$ cat src/rtl/hub75_scan_driver_if.sv
// Renderer query port and HUB75 panel pins for the scan driver.
// master = scan driver, slave = renderer/panel side.
interface hub75_scan_driver_if;
    logic [5:0] qx;
    logic [4:0] qy;
    logic       pix_top;
    logic       pix_bot;
    logic       hub_r1;
    logic       hub_r2;
    logic       hub_clk;
    logic       hub_lat;
    logic       hub_oe_n;
    logic [4:0] hub_addr;
    logic       frame_done;

    modport master (
        output qx, qy,
        input  pix_top, pix_bot,
        output hub_r1, hub_r2, hub_clk, hub_lat, hub_oe_n, hub_addr, frame_done
    );

    modport slave (
        input  qx, qy,
        output pix_top, pix_bot,
        input  hub_r1, hub_r2, hub_clk, hub_lat, hub_oe_n, hub_addr, frame_done
    );
endinterface

$ cat src/rtl/hub75_scan_driver.sv
// 64x64 single-colour HUB75 scan driver, 1/32 scan: shift a row pair, latch it,
// then light it for ON_CYCLES before moving to the next pair.
module hub75_scan_driver #(
    parameter int CLK_DIV    = 1,
    parameter int LAT_CYCLES = 1,
    parameter int ON_CYCLES  = 64
) (
    input  logic                       clk,
    input  logic                       rst,
    hub75_scan_driver_if.master        bus
);
    localparam int PH_W   = $clog2(2 * CLK_DIV);
    localparam int DW_MAX = (LAT_CYCLES > ON_CYCLES) ? LAT_CYCLES : ON_CYCLES;
    localparam int DW_W   = $clog2(DW_MAX + 1);

    localparam logic [PH_W-1:0] PH_RISE  = PH_W'(CLK_DIV);
    localparam logic [PH_W-1:0] PH_LAST  = PH_W'(2 * CLK_DIV - 1);
    localparam logic [DW_W-1:0] LAT_LAST = DW_W'(LAT_CYCLES - 1);
    localparam logic [DW_W-1:0] ON_LAST  = DW_W'(ON_CYCLES - 1);

    typedef enum logic [1:0] {SHIFT, LATCH, DISPLAY} state_t;

    state_t          state_q, state_d;
    logic [5:0]      col_q, col_d;
    logic [4:0]      row_q, row_d;
    logic [PH_W-1:0] phase_q, phase_d;
    logic [DW_W-1:0] dwell_q, dwell_d;

    logic       hub_r1_q, hub_r1_d;
    logic       hub_r2_q, hub_r2_d;
    logic       hub_clk_q, hub_clk_d;
    logic       hub_lat_q, hub_lat_d;
    logic       hub_oe_n_q, hub_oe_n_d;
    logic [4:0] hub_addr_q, hub_addr_d;
    logic       frame_done_q, frame_done_d;

    always_ff @(posedge clk or posedge rst) begin
        if (rst) begin
            state_q      <= SHIFT;
            col_q        <= '0;
            row_q        <= '0;
            phase_q      <= '0;
            dwell_q      <= '0;
            hub_r1_q     <= 1'b0;
            hub_r2_q     <= 1'b0;
            hub_clk_q    <= 1'b0;
            hub_lat_q    <= 1'b0;
            hub_oe_n_q   <= 1'b1;
            hub_addr_q   <= '0;
            frame_done_q <= 1'b0;
        end else begin
            state_q      <= state_d;
            col_q        <= col_d;
            row_q        <= row_d;
            phase_q      <= phase_d;
            dwell_q      <= dwell_d;
            hub_r1_q     <= hub_r1_d;
            hub_r2_q     <= hub_r2_d;
            hub_clk_q    <= hub_clk_d;
            hub_lat_q    <= hub_lat_d;
            hub_oe_n_q   <= hub_oe_n_d;
            hub_addr_q   <= hub_addr_d;
            frame_done_q <= frame_done_d;
        end
    end

    // lat/oe_n are decoded from the current state, so they stay asserted for
    // exactly the number of cycles spent in LATCH/DISPLAY, one cycle later.
    always_comb begin
        state_d      = state_q;
        col_d        = col_q;
        row_d        = row_q;
        phase_d      = phase_q;
        dwell_d      = dwell_q;
        hub_r1_d     = hub_r1_q;
        hub_r2_d     = hub_r2_q;
        hub_clk_d    = hub_clk_q;
        hub_lat_d    = 1'b0;
        hub_oe_n_d   = 1'b1;
        hub_addr_d   = hub_addr_q;
        frame_done_d = 1'b0;

        case (state_q)
            SHIFT: begin
                if (phase_q == '0) begin
                    hub_r1_d  = bus.pix_top;
                    hub_r2_d  = bus.pix_bot;
                    hub_clk_d = 1'b0;
                end
                if (phase_q == PH_RISE) begin
                    hub_clk_d = 1'b1;
                end
                if (phase_q == PH_LAST) begin
                    phase_d = '0;
                    col_d   = col_q + 6'd1;
                    if (col_q == 6'd63) begin
                        state_d = LATCH;
                    end
                end else begin
                    phase_d = phase_q + 1'b1;
                end
            end

            // Address moves only here, while the panel is blanked.
            LATCH: begin
                hub_lat_d  = 1'b1;
                hub_addr_d = row_q;
                hub_clk_d  = 1'b0;
                if (dwell_q == LAT_LAST) begin
                    dwell_d = '0;
                    state_d = DISPLAY;
                end else begin
                    dwell_d = dwell_q + 1'b1;
                end
            end

            DISPLAY: begin
                hub_oe_n_d = 1'b0;
                if (dwell_q == ON_LAST) begin
                    dwell_d      = '0;
                    row_d        = row_q + 5'd1;
                    state_d      = SHIFT;
                    frame_done_d = (row_q == 5'd31);
                end else begin
                    dwell_d = dwell_q + 1'b1;
                end
            end

            default: begin
                state_d = SHIFT;
            end
        endcase
    end

    assign bus.qx         = col_q;
    assign bus.qy         = row_q;
    assign bus.hub_r1     = hub_r1_q;
    assign bus.hub_r2     = hub_r2_q;
    assign bus.hub_clk    = hub_clk_q;
    assign bus.hub_lat    = hub_lat_q;
    assign bus.hub_oe_n   = hub_oe_n_q;
    assign bus.hub_addr   = hub_addr_q;
    assign bus.frame_done = frame_done_q;

endmodule

$ cat src/flat_wrapper.sv
// flat-port wrapper written by rule: the top's interface ports become plain ports
module hub75_scan_driver_flat 
#(
    parameter int CLK_DIV    = 1,
    parameter int LAT_CYCLES = 1,
    parameter int ON_CYCLES  = 64
)
  (clk, rst, bus_qx, bus_qy, bus_pix_top, bus_pix_bot, bus_hub_r1, bus_hub_r2, bus_hub_clk, bus_hub_lat, bus_hub_oe_n, bus_hub_addr, bus_frame_done);
  hub75_scan_driver_if bus_i ();
  input  logic clk;
  input  logic rst;
  output wire logic [$bits(bus_i.qx)-1:0] bus_qx;
  output wire logic [$bits(bus_i.qy)-1:0] bus_qy;
  input wire logic [$bits(bus_i.pix_top)-1:0] bus_pix_top;
  input wire logic [$bits(bus_i.pix_bot)-1:0] bus_pix_bot;
  output wire logic [$bits(bus_i.hub_r1)-1:0] bus_hub_r1;
  output wire logic [$bits(bus_i.hub_r2)-1:0] bus_hub_r2;
  output wire logic [$bits(bus_i.hub_clk)-1:0] bus_hub_clk;
  output wire logic [$bits(bus_i.hub_lat)-1:0] bus_hub_lat;
  output wire logic [$bits(bus_i.hub_oe_n)-1:0] bus_hub_oe_n;
  output wire logic [$bits(bus_i.hub_addr)-1:0] bus_hub_addr;
  output wire logic [$bits(bus_i.frame_done)-1:0] bus_frame_done;
  assign bus_qx = bus_i.qx;
  assign bus_qy = bus_i.qy;
  assign bus_i.pix_top = bus_pix_top;
  assign bus_i.pix_bot = bus_pix_bot;
  assign bus_hub_r1 = bus_i.hub_r1;
  assign bus_hub_r2 = bus_i.hub_r2;
  assign bus_hub_clk = bus_i.hub_clk;
  assign bus_hub_lat = bus_i.hub_lat;
  assign bus_hub_oe_n = bus_i.hub_oe_n;
  assign bus_hub_addr = bus_i.hub_addr;
  assign bus_frame_done = bus_i.frame_done;
  hub75_scan_driver #(.CLK_DIV(CLK_DIV), .LAT_CYCLES(LAT_CYCLES), .ON_CYCLES(ON_CYCLES)) u_core (.clk(clk), .rst(rst), .bus(bus_i));
endmodule
$ cat config.mk
export PLATFORM = sky130hd
export DESIGN_NAME = hub75_scan_driver_flat
export DESIGN_NICKNAME = d
export VERILOG_FILES = /design/src/rtl/hub75_scan_driver_if.sv /design/src/rtl/hub75_scan_driver.sv /design/src/flat_wrapper.sv
export SDC_FILE = /design/constraint.sdc
export NUM_CORES = 1
export LEC_CHECK = 0
export ABC_AREA = 1
export CAP_MARGIN = 10
export CORE_UTILIZATION = 45
export DETAILED_ROUTE_END_ITERATION = 8
export DONT_BUFFER_PORTS = 1
export SLEW_MARGIN = 0
export SYNTH_ARGS = -nofsm -noshare
export SYNTH_HDL_FRONTEND = slang
export SYNTH_SLANG_ARGS = --single-unit
$ cat constraint.sdc
create_clock -name clk -period 1.5 [get_ports clk]
set_clock_uncertainty 0.2 [all_clocks]
set_input_delay 0.075 -clock clk [delete_from_list [all_inputs] [get_ports clk]]
set_output_delay 0.075 -clock clk [all_outputs]
set_load 0.02 [all_outputs]
# ---- Word level (Yosys, flattened, before mapping)
# Cells that the tools add are included.
dict set report totals {
  ff_bits 32
  in_bits 4
  word_cells 49
}
dict set report classes {
  addsub 4
  n_eq_ne 9
  mux 15
  bitwise_logic 1
  reduce_logical 8
}
# op n
set op_table {}
lappend op_table {{two-way mux 7 bit} 2}
lappend op_table {{one-hot mux 7 bit (2 select lines)} 1}
lappend op_table {{two-way mux 2 bit} 4}
lappend op_table {{!= test 2 x 1 -> 1 bit (second input constant)} 4}
lappend op_table {{adder 7 x 1 -> 7 bit (second input constant)} 1}
lappend op_table {{== test 7 x 6 -> 1 bit (second input constant)} 1}
lappend op_table {{logical NOT 7 bit} 1}
lappend op_table {{adder 6 x 1 -> 6 bit (second input constant)} 1}
lappend op_table {{== test 6 bit (second input constant)} 1}
lappend op_table {{two-way mux 1 bit} 6}
lappend op_table {{one-hot mux 2 bit (3 select lines)} 1}
lappend op_table {{AND reduction 2 bit} 3}
lappend op_table {{adder 5 x 1 -> 5 bit (second input constant)} 1}
lappend op_table {{== test 5 bit (second input constant)} 1}
lappend op_table {{AND reduction 4 bit} 1}
lappend op_table {{nonzero test 2 bit} 2}
lappend op_table {{== test 2 x 1 -> 1 bit (second input constant)} 1}
lappend op_table {{== test 2 bit (second input constant)} 1}
lappend op_table {{logical NOT 2 bit} 1}
lappend op_table {{one-hot mux 1 bit (2 select lines)} 1}
lappend op_table {{adder 1 bit (second input constant)} 1}
lappend op_table {{inverter 1 bit} 1}

# ---- Longest topological paths before layout
# Gate-level depths: netlist (run 1).
dict set report logic_depth {
  word_depth 4
  depth_mapped 9
}

# ---- Least setup slack after synthesis (run 1)
# Ideal clock, no wire load.
dict set report synth_path {
  path_kind {register to register}
  startpoint {reg u_core.row_q[0], in the netlist u_core.bus.qy[0]}
  endpoint {reg u_core.row_q[4], in the netlist u_core.bus.qy[4]}
  arrival_ps 1202
  t_required_ps 1174
  path_slack_ps -28
  path_stages_with_launch 7
  period_less_slack_ps 1528
  cell_sequence {dfrtp_1 ha_1 nand2_1 nor2_1 ha_1 nand2_1 o21ai_0}
}
dict set report synth_via {
  elab_chain_cells 1
}
# item line
set synth_lines {}
lappend synth_lines {{from (decl)} hub75_scan_driver.sv:25} ;# logic [4:0] row_q, row_d;
lappend synth_lines {{from (signal assigned)} hub75_scan_driver.sv:54} ;# row_q <= row_d;
lappend synth_lines {{adder 5 x 1 -> 5 bit} hub75_scan_driver.sv:121} ;# row_d = row_q + 5'd1;
# No other way between the ends.
# A chain may end at the register's enable or synchronous reset.

# ---- Final worst setup path (run 1)
dict set report layout_path {
  startpoint {reg u_core.dwell_q[1]}
  endpoint {reg u_core.dwell_q[1]}
}
dict set report layout_via {
  elab_chain_cells 3
}
# item line
set layout_lines {}
lappend layout_lines {{from (decl)} hub75_scan_driver.sv:27} ;# logic [DW_W-1:0] dwell_q, dwell_d;
lappend layout_lines {{from (signal assigned)} hub75_scan_driver.sv:56} ;# dwell_q <= dwell_d;
lappend layout_lines {{adder 7 x 1 -> 7 bit (tied with other cells)} {hub75_scan_driver.sv:113, hub75_scan_driver.sv:125}}
lappend layout_lines {{two-way mux 7 bit (on tied branches)} {hub75_scan_driver.sv:119, hub75_scan_driver.sv:109}}
lappend layout_lines {{one-hot mux 7 bit (2 select lines) *} hub75_scan_driver.sv:83} ;# case (state_q)
# Mark *: on every way between the ends. The rest lies on a longest branch, timed or not.

==> reports/metrics.cfg, run 1 <==
[outcome]
status=finished with violations
violations=negative setup slack

[cells_and_area]
instances_no_fill=244
nets=211
fin_area_um2=1940
areaGrowthSynthToFinish_pct=26.6
fillers=269
antenna_cells=0
layout-drive-gt1-share_pct=30.5

[synthesis]
netlist.top_cell.by_area=dfrtp_1
synth-seq-cells=32
async_flop_share_pct=100
netlist.area_leader.share_pct=50.5
synth-main-ff-cell=dfrtp_1
avgSynthCellArea_um2=9.19
synth.most_common_cell=nand2_1
syn_inst=167
syn_nets=179
synth_seq_area_share_pct=52.2
yosysWarnings=0
synthDistinctLibCells=22
yosys-top-cells-count=nand2_1, dfrtp_1, inv_1, nor2_1, ha_1
synth_edf_count=0
synth_area_leaders=dfrtp_1, nand2_1, ha_1, inv_1, nor2_1
syn_area_um2=1540

[cts]
cts_root_buffer=clkbuf_4
cts.sinks=32
clock_latency_ns=0.34
cts_tree=done
cts.reportedPaths.clkPinSlew_ns=0.10
clock_path_buffers=2
cts_buffers=5
htree_levels=2

[pwr]
p_leak_nw=0.951
seqPwrFrac_pct=63.8
p_switching_w=0.000309
power.share.combinational_pct=1.9
power_density_nw_per_um2=702
p_int_w=0.00106
finalPower_w=0.00136
ir_worst_vdd_mv=0.573
p_sw_share_pct=22.7
clkPwrFrac_pct=34.3

[sta]
drv_slew=0
slew_headroom_pct=73.4
fin_ws_ns=-0.0614
fin_crit_ns=1.56
hold_violations=0
fmax_mhz=640
fin_setup_tns_ns=-0.228
setup_violations=8
worst_pin_slew_ns=0.399
layout_worst_path_cycle_share_pct=104
rsz0062_at_grt=true

[global_routing]
grt_usage_pct=18.2
grt_max_degree=33
grt_pass1_wl_um=4710
grt_overflow_total=0
grt_antenna_before_repair=0
grt_pass1_vias=1144

[placement]
placed_area_um2=1720
io_buffers=0
routabilityCongestion=0.817
place_inst=228
dp_hpwl_um=2010

[setup_path]
critPathMaxFanout=3
crit_path_end_kind=register
r2r_cells=8
arrival_ns=1.61
cp.required_ns=1.55
worstSetupPathType=reg -> reg
reg2reg_slack_ns=-0.06
r2r_end=u_core.dwell_q[1]
timing.rr.start=u_core.dwell_q[1]
startpoint=u_core.dwell_q[1]
endpoint=u_core.dwell_q[1]
startpoint_type=register

[drt]
first_iter_violations=50
routed_via_density=4.62
wire_per_inst_um=11.6
dr.pass1.iters=4
drt_wl_total_um=2840
route.detailed.drc=0
vias=1127
antenna_left=0

[floorplanning]
coreArea_um2=3150
dieHeight_um=60.4
die_width_um=60.4
die-area_um2=3650
ioPinCount=26
initial_core_util_pct=48.7
rows=20

[min_path]
hold_class=in -> async

[job]
drv_cap=0

==> cells by family after synthesis <==
| family | synth area share [%] |
|---|---|
| buffers and inverters | 6.44 |
| multiplexers | 1.47 |
| XOR/XNOR | 6.28 |
| AO/OA/AOI/OAI | 3.50 |
| AND/OR/NAND/NOR | 23.6 |
| flip-flops | 52.2 |
| adder cells (fa/ha/maj) | 6.52 |
==> area by class of cell <==
cell class / instances / area (um2) / share of cell area (%)
tap: 44 / 55.1 / 2.83
clock inverter: 1 / 5.00 / 0.258
clock buffer: 7 / 45.0 / 2.32
inverter: 25 / 93.8 / 4.83
multi-input combinational: 109 / 726 / 37.3
timing repair buffer: 26 / 215 / 11.1
sequential: 32 / 803 / 41.3
==> cells in the final DEF (no fill, tap or decap), drive strengths merged <==
| cell | count |
|---|---|
| a21oi | 4 |
| mux2 | 2 |
| nor2 | 19 |
| nand2 | 43 |
| xnor2 | 5 |
| nor3 | 2 |
| dlygate4sd3 | 3 |
| nand3 | 7 |
| clkbuf | 7 |
| dfstp | 1 |
| dfrtp | 31 |
| o21ai | 6 |
| xor2 | 6 |
| buf | 23 |
| clkinv | 1 |
| ha | 8 |
| nand4 | 7 |
| inv | 25 |
==> power groups by stage <==
| stage | combinational (W) | clock [W] | sequential, W |
|---|---|---|---|
| floorplan | 0.0000146 | 0 | 0.000887 |
| global placement | 0.0000213 | 0 | 0.000887 |
| detailed placement | 0.0000220 | 0 | 0.000887 |
| CTS | 0.0000279 | 0.000481 | 0.000870 |
| global route | 0.0000311 | 0.000526 | 0.000871 |
| finish | 0.0000264 | 0.000468 | 0.000870 |
==> repair_timing <==
item,4_1_cts,5_1_grt
hold buffers,3,0
pin swaps,3,10
endpoints found under the setup margin,11,22
resized for setup,4,22
buffers inserted,2,3
endpoints found under the hold margin,34,0
==> routing by layer <==
metal,track usage (%),vias to the layer above,wire [um]
met3,5.12,5,125
met5,0,-,0
met1,21.9,520,1320
li1,-,585,-
met2,28.7,17,1340
met4,11.7,0,50
==> flip-flops by register name, summed over array words and instances, names as in the netlist, 2 cells and up <==
register             flops
u_core.bus.hub_addr      5
u_core.bus.qx            6
u_core.bus.qy            5
u_core.dwell_q           7
u_core.state_q           2
==> through the flow <==
stage	worst slack, ns	utilization, %	hold WS, ns
after CTS	-0.0493	58.0	0.0497
final	-0.0614	61.6	0.0474
after global placement	-0.0275	54.7	-0.130
after detailed placement	-0.0662	54.7	-0.123
after floorplan	0.00975	-	-0.00961
after global routing	-0.129	61.6	0.0802
==> critical path: stages, from the launching register on <==
cell and delay (ns):
dfrtp_1 0.42, inv_1 0.07, ha_1 0.14, inv_1 0.05, nor2_2 0.08, nand4_1 0.20, buf_4 0.20, nand4_1 0.06
nand2_1 0.05
==> worst min-delay path by stage <==
stage,slack (ns),cells past startpoint,to
6_report,0.05,3,u_core.bus.qy[1]
5_1_grt,0.08,3,u_core.bus.qy[3]
4_1_cts,0.05,3,u_core.bus.qy[3]
3_5_place_dp,-0.12,2,u_core.bus.hub_r1
3_3_place_gp,-0.13,2,u_core.bus.hub_r2
2_1_floorplan,-0.01,1,u_core.bus.frame_done
No activity file was read; power rests on OpenSTA's default activity.
==> run 2, diff against run 1 <==
--- a/config.mk
+++ b/config.mk
@@ -10,6 +10,8 @@
 export CORE_UTILIZATION = 45
 export DETAILED_ROUTE_END_ITERATION = 8
 export DONT_BUFFER_PORTS = 1
+export HOLD_SLACK_MARGIN = 0.06
+export SKIP_LAST_GASP = 1
 export SLEW_MARGIN = 0
 export SYNTH_ARGS = -nofsm -noshare
 export SYNTH_HDL_FRONTEND = slang
==> reports/metrics.cfg, run 2 (synthesis gave the netlist of run 1 again) <==
[drt]
first_iter_violations=47
drt_wl_total_um=2820
route.detailed.drc=0
wire_per_inst_um=11.5
routed_via_density=4.62
dr.pass1.iters=4
vias=1131
antenna_left=0

[setup_path]
reg2reg_slack_ns=-0.06
critPathMaxFanout=3
crit_path_end_kind=register
r2r_end=u_core.dwell_q[1]
arrival_ns=1.60
r2r_cells=8
cp_num_buf_inv=3
cp.required_ns=1.54
timing.rr.start=u_core.dwell_q[1]
cpLargestDelayFamily=flip-flops
cpPeakStageDelay_ns=0.42
path_cells=inv_1 > ha_1 > inv_1 > nor2_2 > nand4_1 > buf_4 > nand4_1 > nand2_1
worstSetupPathType=reg -> reg
startpoint=u_core.dwell_q[1]
startpoint_type=register
cp_slowest_cell=dfrtp_1

[pwr]
ir_worst_vdd_mv=0.574
power_density_nw_per_um2=702
finalPower_w=0.00136
p_leak_nw=0.958

[cts]
clock_latency_ns=0.34
cts.reportedPaths.clkPinSlew_ns=0.10
cts_root_buffer=clkbuf_4
cts_buffers=5
htree_levels=2
clock_path_buffers=2
cts_tree=done
cts.sinks=32

[sta]
slew_headroom_pct=73.6
worst_pin_slew_ns=0.396
hold_violations=0
layout_worst_path_cycle_share_pct=104
fin_setup_tns_ns=-0.225
setup_violations=8
drv_slew=0
fmax_mhz=641
rsz0062_at_grt=true
fin_crit_ns=1.56
fin_ws_ns=-0.0612
hold_slack_ns=0.205

[min_path]
hold_class=in -> reg
min_from=bus_pix_bot
hold_end=u_core.bus.hub_r2
hold_depth=3

[placement]
pre_cts_ws_ns=-0.0662
dp_hpwl_um=2010
place_inst=228
routabilityCongestion=0.817
io_buffers=0

[global_routing]
grt_overflow_total=0
grt_max_degree=33
grt_pass1_wl_um=4740
grt_antenna_before_repair=0
grt_pass1_vias=1149
grt_usage_pct=18.3

[cells_and_area]
nets=212
largest_register=u_core.dwell_q
areaGrowthSynthToFinish_pct=26.6
layout_commonest_cell=nand2_1
layout-drive-gt1-share_pct=29.4
largest_register_ffs=7
final_cell_mix=nand2_1, dfrtp_1, buf_4, inv_1, nor2_1
instances_no_fill=245
antenna_cells=0

[floorplanning]
ioPinCount=26
die-area_um2=3650
coreArea_um2=3150
rows=20
die_width_um=60.4
initial_core_util_pct=48.7
dieHeight_um=60.4

[job]
drv_cap=0

[outcome]
status=finished with violations
violations=negative setup slack

[run 2: changes by cell type in the layout (fill, tap and decap cells not counted)]
cell | before | now
dlygate4sd3_1 | 3 | 4
ha_1 | 3 | 4
ha_2 | 3 | 2
nor2_1 | 12 | 13
nor2_4 | 4 | 3
[run 2: tightest hold or removal path, cell delays in order]
cell and delay, ns:
dlygate4sd3_1 0.53, nand2_1 0.05, nand2_1 0.05
[run 2: how the worst max path moves through the flow]
stage,to,cells past startpoint
after floorplan,u_core.bus.qy[4],6
after detailed placement,u_core.bus.qx[3],6
after CTS,u_core.dwell_q[3],7
after global routing,u_core.state_q[0],8
final,u_core.dwell_q[1],8
after global placement,u_core.dwell_q[3],6
[run 2: metrics by stage]
stage                     util [%]  cell area (um2)
after CTS                     58.3             1840
after floorplan                  -             1540
after global routing          61.6             1940
final                         61.6             1940
after global placement        54.7             1720
after detailed placement      54.7             1720
[run 2: layer usage]
layer	track usage, %	vias to the layer above	wire, um
li1	-	586	-
met1	22.0	523	1330
met2	28.9	17	1320
met3	5.12	5	124
met4	11.7	0	50
met5	0	-	0
[run 2: timing repair]
item | in CTS | in global routing
gates resized for setup | 4 | 19
setup endpoints to repair | 11 | 22
hold endpoints to repair | 34 | 0
hold buffers | 4 | 0
pin swaps | 2 | 10
setup buffers | 2 | 3
[run 2: area by class of cell]
class | instances | area, um2
tap | 44 | 55.1
fill | 271 | 1210
sequential | 32 | 803
clock buffer | 7 | 45.0
multi-input combinational | 109 | 716
clock inverter | 1 | 5.00
inverter | 25 | 93.8
timing repair buffer | 27 | 225
[run 2: report_power, final]
part	switching [W]	internal, W
Combinational	0.0000184	0.00000978
Clock	0.000283	0.000182
Sequential	0.00000544	0.000865
